`src/rtl/ptw_arbiter_if.sv`:
```
// ptw_arbiter_if: bundles the TLB-side and PTW-side handshakes of ptw_arbiter.
// Signal names carry the arbiter's point of view (_i = into the arbiter).
//
// Handshake rule for every valid/ready pair here: a transfer happens on a
// rising clk edge where both valid and ready are 1; the source holds valid and
// its payload stable until that edge, and ready may depend combinationally on
// valid but valid never depends on ready.
interface ptw_arbiter_if #(
  parameter int NUM_REQ = 2,
  parameter int VPN_W   = 20,
  parameter int PPN_W   = 20
);
  // TLB requester side
  logic [NUM_REQ-1:0]       req_valid_i;
  logic [NUM_REQ*VPN_W-1:0] req_vpn_i;
  logic [NUM_REQ-1:0]       req_ready_o;
  logic [NUM_REQ-1:0]       resp_valid_o;
  logic [NUM_REQ-1:0]       resp_ready_i;
  logic [PPN_W-1:0]         resp_ppn_o;
  logic                     resp_fault_o;
  // page-table walker side
  logic                     ptw_req_valid_o;
  logic                     ptw_req_ready_i;
  logic [VPN_W-1:0]         ptw_req_vpn_o;
  logic                     ptw_resp_valid_i;
  logic                     ptw_resp_ready_o;
  logic [PPN_W-1:0]         ptw_resp_ppn_i;
  logic                     ptw_resp_fault_i;

  // the arbiter itself
  modport slave (
    input  req_valid_i, req_vpn_i, resp_ready_i,
    input  ptw_req_ready_i, ptw_resp_valid_i, ptw_resp_ppn_i, ptw_resp_fault_i,
    output req_ready_o, resp_valid_o, resp_ppn_o, resp_fault_o,
    output ptw_req_valid_o, ptw_req_vpn_o, ptw_resp_ready_o
  );

  // the surrounding TLBs and walker
  modport master (
    output req_valid_i, req_vpn_i, resp_ready_i,
    output ptw_req_ready_i, ptw_resp_valid_i, ptw_resp_ppn_i, ptw_resp_fault_i,
    input  req_ready_o, resp_valid_o, resp_ppn_o, resp_fault_o,
    input  ptw_req_valid_o, ptw_req_vpn_o, ptw_resp_ready_o
  );
endinterface

```
`src/rtl/ptw_arbiter.sv`:
```
// ptw_arbiter: shares one page-table walker among NUM_REQ TLB miss requesters.
// One walk is outstanding at a time: IDLE (pick winner) -> ISSUE (send VPN)
// -> WAIT (collect PTW result) -> RESP (return result to the granted TLB).
// Build option PTW_ARB_FIXED_PRIO_EN: lowest index always wins and no
// round-robin pointer exists; default build uses round-robin arbitration.
module ptw_arbiter #(
  parameter int NUM_REQ = 2,
  parameter int VPN_W   = 20,
  parameter int PPN_W   = 20,
  parameter int ID_W    = (NUM_REQ > 1) ? $clog2(NUM_REQ) : 1
) (
  input  logic            clk,
  input  logic            rst_n,
  ptw_arbiter_if.slave    bus,
  output logic            busy_o,
  output logic [ID_W-1:0] grant_id_o,
  output logic [1:0]      state_o
);

  typedef enum logic [1:0] {
    S_IDLE  = 2'd0,
    S_ISSUE = 2'd1,
    S_WAIT  = 2'd2,
    S_RESP  = 2'd3
  } state_t;

  state_t            state_q;
  state_t            state_d;
  logic [ID_W-1:0]   grant_q;
  logic [VPN_W-1:0]  vpn_q;
  logic [PPN_W-1:0]  ppn_q;
  logic              fault_q;

  logic              any_req;
  logic [ID_W-1:0]   win_id;
  logic [VPN_W-1:0]  win_vpn;
  logic              req_fire;
  logic              ptw_req_fire;
  logic              ptw_resp_fire;
  logic              resp_fire;

`ifdef PTW_ARB_FIXED_PRIO_EN
  // Fixed priority: scan from the top so the lowest valid index wins last.
  always_comb begin
    win_id  = '0;
    any_req = 1'b0;
    for (int i = NUM_REQ - 1; i >= 0; i--) begin
      if (bus.req_valid_i[i]) begin
        win_id  = ID_W'(i);
        any_req = 1'b1;
      end
    end
  end
`else
  logic [ID_W-1:0] rr_ptr_q;

  // Requester index reached by stepping offset places past base, wrapping.
  function automatic logic [ID_W-1:0] rr_index(input logic [ID_W-1:0] base,
                                               input int offset);
    int sum;
    sum = int'(base) + offset;
    if (sum >= NUM_REQ) sum = sum - NUM_REQ;
    return ID_W'(sum);
  endfunction

  // Round-robin: first valid requester found walking upward from rr_ptr.
  always_comb begin
    win_id  = '0;
    any_req = 1'b0;
    for (int i = 0; i < NUM_REQ; i++) begin
      if (!any_req && bus.req_valid_i[rr_index(rr_ptr_q, i)]) begin
        win_id  = rr_index(rr_ptr_q, i);
        any_req = 1'b1;
      end
    end
  end

  // Pointer moves past the served requester only when its response completes.
  always_ff @(posedge clk or negedge rst_n) begin
    if (!rst_n) begin
      rr_ptr_q <= '0;
    end else if (resp_fire) begin
      rr_ptr_q <= (grant_q == ID_W'(NUM_REQ - 1)) ? '0 : grant_q + 1'b1;
    end
  end
`endif

  // Select the winner's VPN out of the packed request bus.
  always_comb begin
    win_vpn = '0;
    for (int i = 0; i < NUM_REQ; i++) begin
      if (win_id == ID_W'(i)) win_vpn = bus.req_vpn_i[i*VPN_W +: VPN_W];
    end
  end

  assign req_fire      = (state_q == S_IDLE)  && any_req;
  assign ptw_req_fire  = (state_q == S_ISSUE) && bus.ptw_req_ready_i;
  assign ptw_resp_fire = (state_q == S_WAIT)  && bus.ptw_resp_valid_i;
  assign resp_fire     = (state_q == S_RESP)  && bus.resp_ready_i[grant_q];

  // State register.
  always_ff @(posedge clk or negedge rst_n) begin
    if (!rst_n) state_q <= S_IDLE;
    else        state_q <= state_d;
  end

  // Next-state logic; any unexpected encoding falls back to IDLE.
  always_comb begin
    state_d = S_IDLE;
    case (state_q)
      S_IDLE:  state_d = req_fire      ? S_ISSUE : S_IDLE;
      S_ISSUE: state_d = ptw_req_fire  ? S_WAIT  : S_ISSUE;
      S_WAIT:  state_d = ptw_resp_fire ? S_RESP  : S_WAIT;
      S_RESP:  state_d = resp_fire     ? S_IDLE  : S_RESP;
      default: state_d = S_IDLE;
    endcase
  end

  // Walk payload: grant/VPN captured at accept, result captured from the PTW.
  always_ff @(posedge clk or negedge rst_n) begin
    if (!rst_n) begin
      grant_q <= '0;
      vpn_q   <= '0;
      ppn_q   <= '0;
      fault_q <= 1'b0;
    end else begin
      if (req_fire) begin
        grant_q <= win_id;
        vpn_q   <= win_vpn;
      end
      if (ptw_resp_fire) begin
        ppn_q   <= bus.ptw_resp_ppn_i;
        fault_q <= bus.ptw_resp_fault_i;
      end
    end
  end

  // Outputs decode from registered state; req_ready also needs the live
  // request vector and is held off while reset is asserted.
  always_comb begin
    bus.req_ready_o = '0;
    if (req_fire && rst_n) bus.req_ready_o[win_id] = 1'b1;
    bus.resp_valid_o = '0;
    if (state_q == S_RESP) bus.resp_valid_o[grant_q] = 1'b1;
    bus.resp_ppn_o       = ppn_q;
    bus.resp_fault_o     = fault_q;
    bus.ptw_req_valid_o  = (state_q == S_ISSUE);
    bus.ptw_req_vpn_o    = vpn_q;
    bus.ptw_resp_ready_o = (state_q == S_WAIT);
    busy_o               = (state_q != S_IDLE);
    grant_id_o           = grant_q;
    state_o              = state_q;
  end

endmodule

```
`src/flat_wrapper.sv`:
```
// flat-port wrapper written by rule: the top's interface ports become plain ports
module ptw_arbiter_flat 
#(
  parameter int NUM_REQ = 2,
  parameter int VPN_W   = 20,
  parameter int PPN_W   = 20,
  parameter int ID_W    = (NUM_REQ > 1) ? $clog2(NUM_REQ) : 1
)
  (clk, rst_n, busy_o, grant_id_o, state_o, bus_req_valid_i, bus_req_vpn_i, bus_resp_ready_i, bus_ptw_req_ready_i, bus_ptw_resp_valid_i, bus_ptw_resp_ppn_i, bus_ptw_resp_fault_i, bus_req_ready_o, bus_resp_valid_o, bus_resp_ppn_o, bus_resp_fault_o, bus_ptw_req_valid_o, bus_ptw_req_vpn_o, bus_ptw_resp_ready_o);
  ptw_arbiter_if #(.NUM_REQ(NUM_REQ), .VPN_W(VPN_W), .PPN_W(PPN_W)) bus_i ();
  input  logic clk;
  input  logic rst_n;
  output logic busy_o;
  output logic [ID_W-1:0] grant_id_o;
  output logic [1:0] state_o;
  input wire logic [$bits(bus_i.req_valid_i)-1:0] bus_req_valid_i;
  input wire logic [$bits(bus_i.req_vpn_i)-1:0] bus_req_vpn_i;
  input wire logic [$bits(bus_i.resp_ready_i)-1:0] bus_resp_ready_i;
  input wire logic [$bits(bus_i.ptw_req_ready_i)-1:0] bus_ptw_req_ready_i;
  input wire logic [$bits(bus_i.ptw_resp_valid_i)-1:0] bus_ptw_resp_valid_i;
  input wire logic [$bits(bus_i.ptw_resp_ppn_i)-1:0] bus_ptw_resp_ppn_i;
  input wire logic [$bits(bus_i.ptw_resp_fault_i)-1:0] bus_ptw_resp_fault_i;
  output wire logic [$bits(bus_i.req_ready_o)-1:0] bus_req_ready_o;
  output wire logic [$bits(bus_i.resp_valid_o)-1:0] bus_resp_valid_o;
  output wire logic [$bits(bus_i.resp_ppn_o)-1:0] bus_resp_ppn_o;
  output wire logic [$bits(bus_i.resp_fault_o)-1:0] bus_resp_fault_o;
  output wire logic [$bits(bus_i.ptw_req_valid_o)-1:0] bus_ptw_req_valid_o;
  output wire logic [$bits(bus_i.ptw_req_vpn_o)-1:0] bus_ptw_req_vpn_o;
  output wire logic [$bits(bus_i.ptw_resp_ready_o)-1:0] bus_ptw_resp_ready_o;
  assign bus_i.req_valid_i = bus_req_valid_i;
  assign bus_i.req_vpn_i = bus_req_vpn_i;
  assign bus_i.resp_ready_i = bus_resp_ready_i;
  assign bus_i.ptw_req_ready_i = bus_ptw_req_ready_i;
  assign bus_i.ptw_resp_valid_i = bus_ptw_resp_valid_i;
  assign bus_i.ptw_resp_ppn_i = bus_ptw_resp_ppn_i;
  assign bus_i.ptw_resp_fault_i = bus_ptw_resp_fault_i;
  assign bus_req_ready_o = bus_i.req_ready_o;
  assign bus_resp_valid_o = bus_i.resp_valid_o;
  assign bus_resp_ppn_o = bus_i.resp_ppn_o;
  assign bus_resp_fault_o = bus_i.resp_fault_o;
  assign bus_ptw_req_valid_o = bus_i.ptw_req_valid_o;
  assign bus_ptw_req_vpn_o = bus_i.ptw_req_vpn_o;
  assign bus_ptw_resp_ready_o = bus_i.ptw_resp_ready_o;
  ptw_arbiter #(.NUM_REQ(NUM_REQ), .VPN_W(VPN_W), .PPN_W(PPN_W), .ID_W(ID_W)) u_core (.clk(clk), .rst_n(rst_n), .bus(bus_i), .busy_o(busy_o), .grant_id_o(grant_id_o), .state_o(state_o));
endmodule
```
`config.mk`:
```
export PLATFORM = sky130hd
export DESIGN_NAME = ptw_arbiter_flat
export DESIGN_NICKNAME = d
export VERILOG_FILES = /design/src/rtl/ptw_arbiter_if.sv /design/src/rtl/ptw_arbiter.sv /design/src/flat_wrapper.sv
export SDC_FILE = /design/constraint.sdc
export NUM_CORES = 1
export LEC_CHECK = 0
export BUFFER_PORTS_ARGS = -buffer_cell sky130_fd_sc_hd__buf_2
export CORE_UTILIZATION = 25
export CTS_CLUSTER_SIZE = 16
export DETAILED_ROUTE_END_ITERATION = 10
export GPL_TIMING_DRIVEN = 0
export SYNTH_ARGS = -nofsm -noshare
export SYNTH_HDL_FRONTEND = slang
export SYNTH_SLANG_ARGS = --single-unit
export TNS_END_PERCENT = 100
```
`constraint.sdc`:
```
create_clock -name clk -period 1.55 [get_ports clk]
set_clock_uncertainty 0.05 [all_clocks]
set_input_delay 0.155 -clock clk [delete_from_list [all_inputs] [get_ports clk]]
set_output_delay 0.155 -clock clk [all_outputs]
set_load 0.02 [all_outputs]
```
==> reports/metrics.csv <==
metric,value,unit
critPathKind,flip-flop to primary output,
p_per_area,2078,nW/um^2
slowest_stage,dfrtp_2,
vias,2014,
start_util,25.78,%
final_common_cell,buf_2,
numClockSinks,45,
fp.dieArea,8845,sq um
cts_buffers,5,
cp_max_fo,3,
hold_class,input port to async pin,
slew_headroom,60.72,%
num_io_pins,120,
cp.arrival,1.31,ns
finish.utilization,37.37,%
overflow,0,
diodes,0,
ir_drop,0.5960,mV
grt_max_degree,48,
drive_gt1_share,54.29,%
grt_pass1_wl,9666,microns
synth_top_area_share,53.16,%
max_freq,658.2,MHz
violations,negative hold slack,
drv_cap,0,
synthCells,191,
gp_congestion,0.6607,
via_per_inst,4.673,
drc,0,
clkLatencyLatePin,0.29,ns
final_hold_viol_count,45,
start_kind,flip-flop,
cts_tree,yes,
critical-path-top-delay-family,flip-flops,
antenna_found_initial,0,
fin_nets,394,
cts-root-buf,clkbuf_8,
ys_warn_count,0,
setup-violations-final,0,
drt_pass1_iterations,4,
port_buffers,119,
die_h,94.05,microns
path_cells,nor2_4 > nand2_2 > nor3b_2 > buf_4,
slowest_delay,0.45,ns
fin_crit_sh,98.03,%
synth_area_leaders,"dfrtp_1 53%, mux2_4 13%, a31oi_1 6.5%",
p_leak,0.001524,uW
grt_usage,14.39,%
ant_nets,0,
dieWidth,94.05,microns
fin_tns_setup,0,ns
avgSynthCellArea,11.09,sq um
cts_max_path_buffers,2,
critical_path_required,1.34,ns
placementRows,33,
syn-num-nets,260,
yosys.area.top_type,dfrtp_1,
routed_wl,6123,microns
ys_seq_area_share,53.16,%
area_growth,44.95,%
synth_cell_types,25,
final-max-slew-violation-count,0,
drtIter0Drc,44,
hold_slack,-0.1820,ns
coreArea,8217,sq um
mostFrequentLayoutCells,"118 x buf_2, 43 x dfrtp_1, 22 x a31oi_1",
hpwl,4339,microns
period_needed,1.519,ns
htreeDepth,2,
critPathBufInv,1,
ys_seq_elements,45,
rsz0062_at_grt,yes,
total_power,6380,uW
grt_pass1_vias,1933,
worst_slew_pin_slew,0.5892,ns
endpoint_kind,primary output,
wl_per_cell,14.21,microns
outcome,"finished, violations left",
path_clk_slew,0.09,ns
netlist_area,2118,sq um
[power breakdown]
part | internal (uW) | total [uW] | switching, uW
sequential | 1780 | 2130 | 346
combinational | 1590 | 3540 | 1950
clock | 313 | 715 | 401
total | 3690 | 6380 | 2690
[final timing paths]
| kind | endpoint | depth (start not counted) | start | slack [ns] |
|---|---|---|---|---|
| setup / recovery | bus_req_ready_o[0] | 4 | u_core.state_o[0]$_DFF_PN0_ | 0.03 |
| hold / removal | u_core.bus.ptw_req_vpn_o[4]$_DFFE_PN0P_ | 1 | rst_n | -0.18 |
| setup reg to reg | u_core.bus.resp_ppn_o[9]$_DFFE_PN0P_ | 5 | u_core.state_o[1]$_DFF_PN0_ | 0.09 |
| hold reg to reg | u_core.bus.resp_ppn_o[4]$_DFFE_PN0P_ | 1 | u_core.bus.resp_ppn_o[4]$_DFFE_PN0P_ | 0.46 |
| max in group asynchronous | u_core.state_o[0]$_DFF_PN0_ | 1 | rst_n | 1.21 |
| min in group clk | u_core.bus.resp_ppn_o[18]$_DFFE_PN0P_ | 2 | bus_ptw_resp_ppn_i[18] | 0.04 |
[state kept, by name (all words and copies together) (netlist names)]
| register | flops |
|---|---|
| u_core.bus.ptw_req_vpn_o | 20 |
| u_core.bus.resp_ppn_o | 20 |
| u_core.state_o | 2 |
| u_core.bus.resp_fault_o | 1 |
| u_core.grant_id_o | 1 |
| u_core.rr_ptr_q | 1 |
[cells in the mapped netlist]
library cell / number
and2_1: 1
mux2_4: 19
a31oi_1: 22
a21oi_1: 21
buf_4: 1
a22o_1: 1
nor2b_1: 2
nand2b_1: 2
nor3b_1: 1
nor2_2: 1
mux2_2: 3
o2111ai_1: 1
nand2_2: 1
clkbuf_1: 10
or2_1: 1
o21ai_0: 21
and3_1: 2
nand2_1: 3
nor2b_4: 1
inv_1: 2
dfrtp_1: 45
nand3_1: 21
buf_2: 5
buf_6: 2
nor2_1: 2
[routing by layer]
metal	routed length (microns)	global-route usage, %	up-vias
met5	0	0	-
li1	-	-	962
met1	2726	18.57	953
met4	85	4.359	0
met2	2813	22.93	90
met3	498	4.450	9
[timing repair]
action,4_1_cts,5_1_grt
gates cloned,0,0
hold endpoints to repair,45,45
resized for setup,13,11
pin swaps,1,2
buffers inserted,8,2
endpoints found under the setup margin,23,36
[logic make-up after synthesis]
group / Yosys count / share of synthesized area [%]
AO/OA/AOI/OAI: 66 / 17.25
buffers and inverters: 20 / 4.726
flip-flops: 45 / 53.16
multiplexers: 22 / 15.06
AND/OR/NAND/NOR: 38 / 9.806
[cell type report]
cell class,instances,area (sq um)
repair buffers,129,704.4
clock buffers,6,72.57
fillers,875,5146
plain buffers,16,96.34
multi-input cells,126,919.6
inverters,2,7.507
flip-flops and latches,45,1129
well taps,105,131.4
clock inverters,2,10.01
[metrics by stage]
stage / hold WS [ns] / setup WS [ns] / cells / area (sq um)
6_report: -0.1820 / 0.03059 / 431 / 3070
5_1_grt: -0.1485 / -0.05394 / 431 / 3070
4_1_cts: -0.1733 / -0.03307 / 430 / 3043
3_5_place_dp: 0.3430 / -0.1909 / 415 / 2854
3_3_place_gp: 0.3382 / -0.1647 / 415 / 2854
2_1_floorplan: -0.1906 / 0.002191 / 191 / 2127
Note: power is estimated with default switching activity, not from simulation.
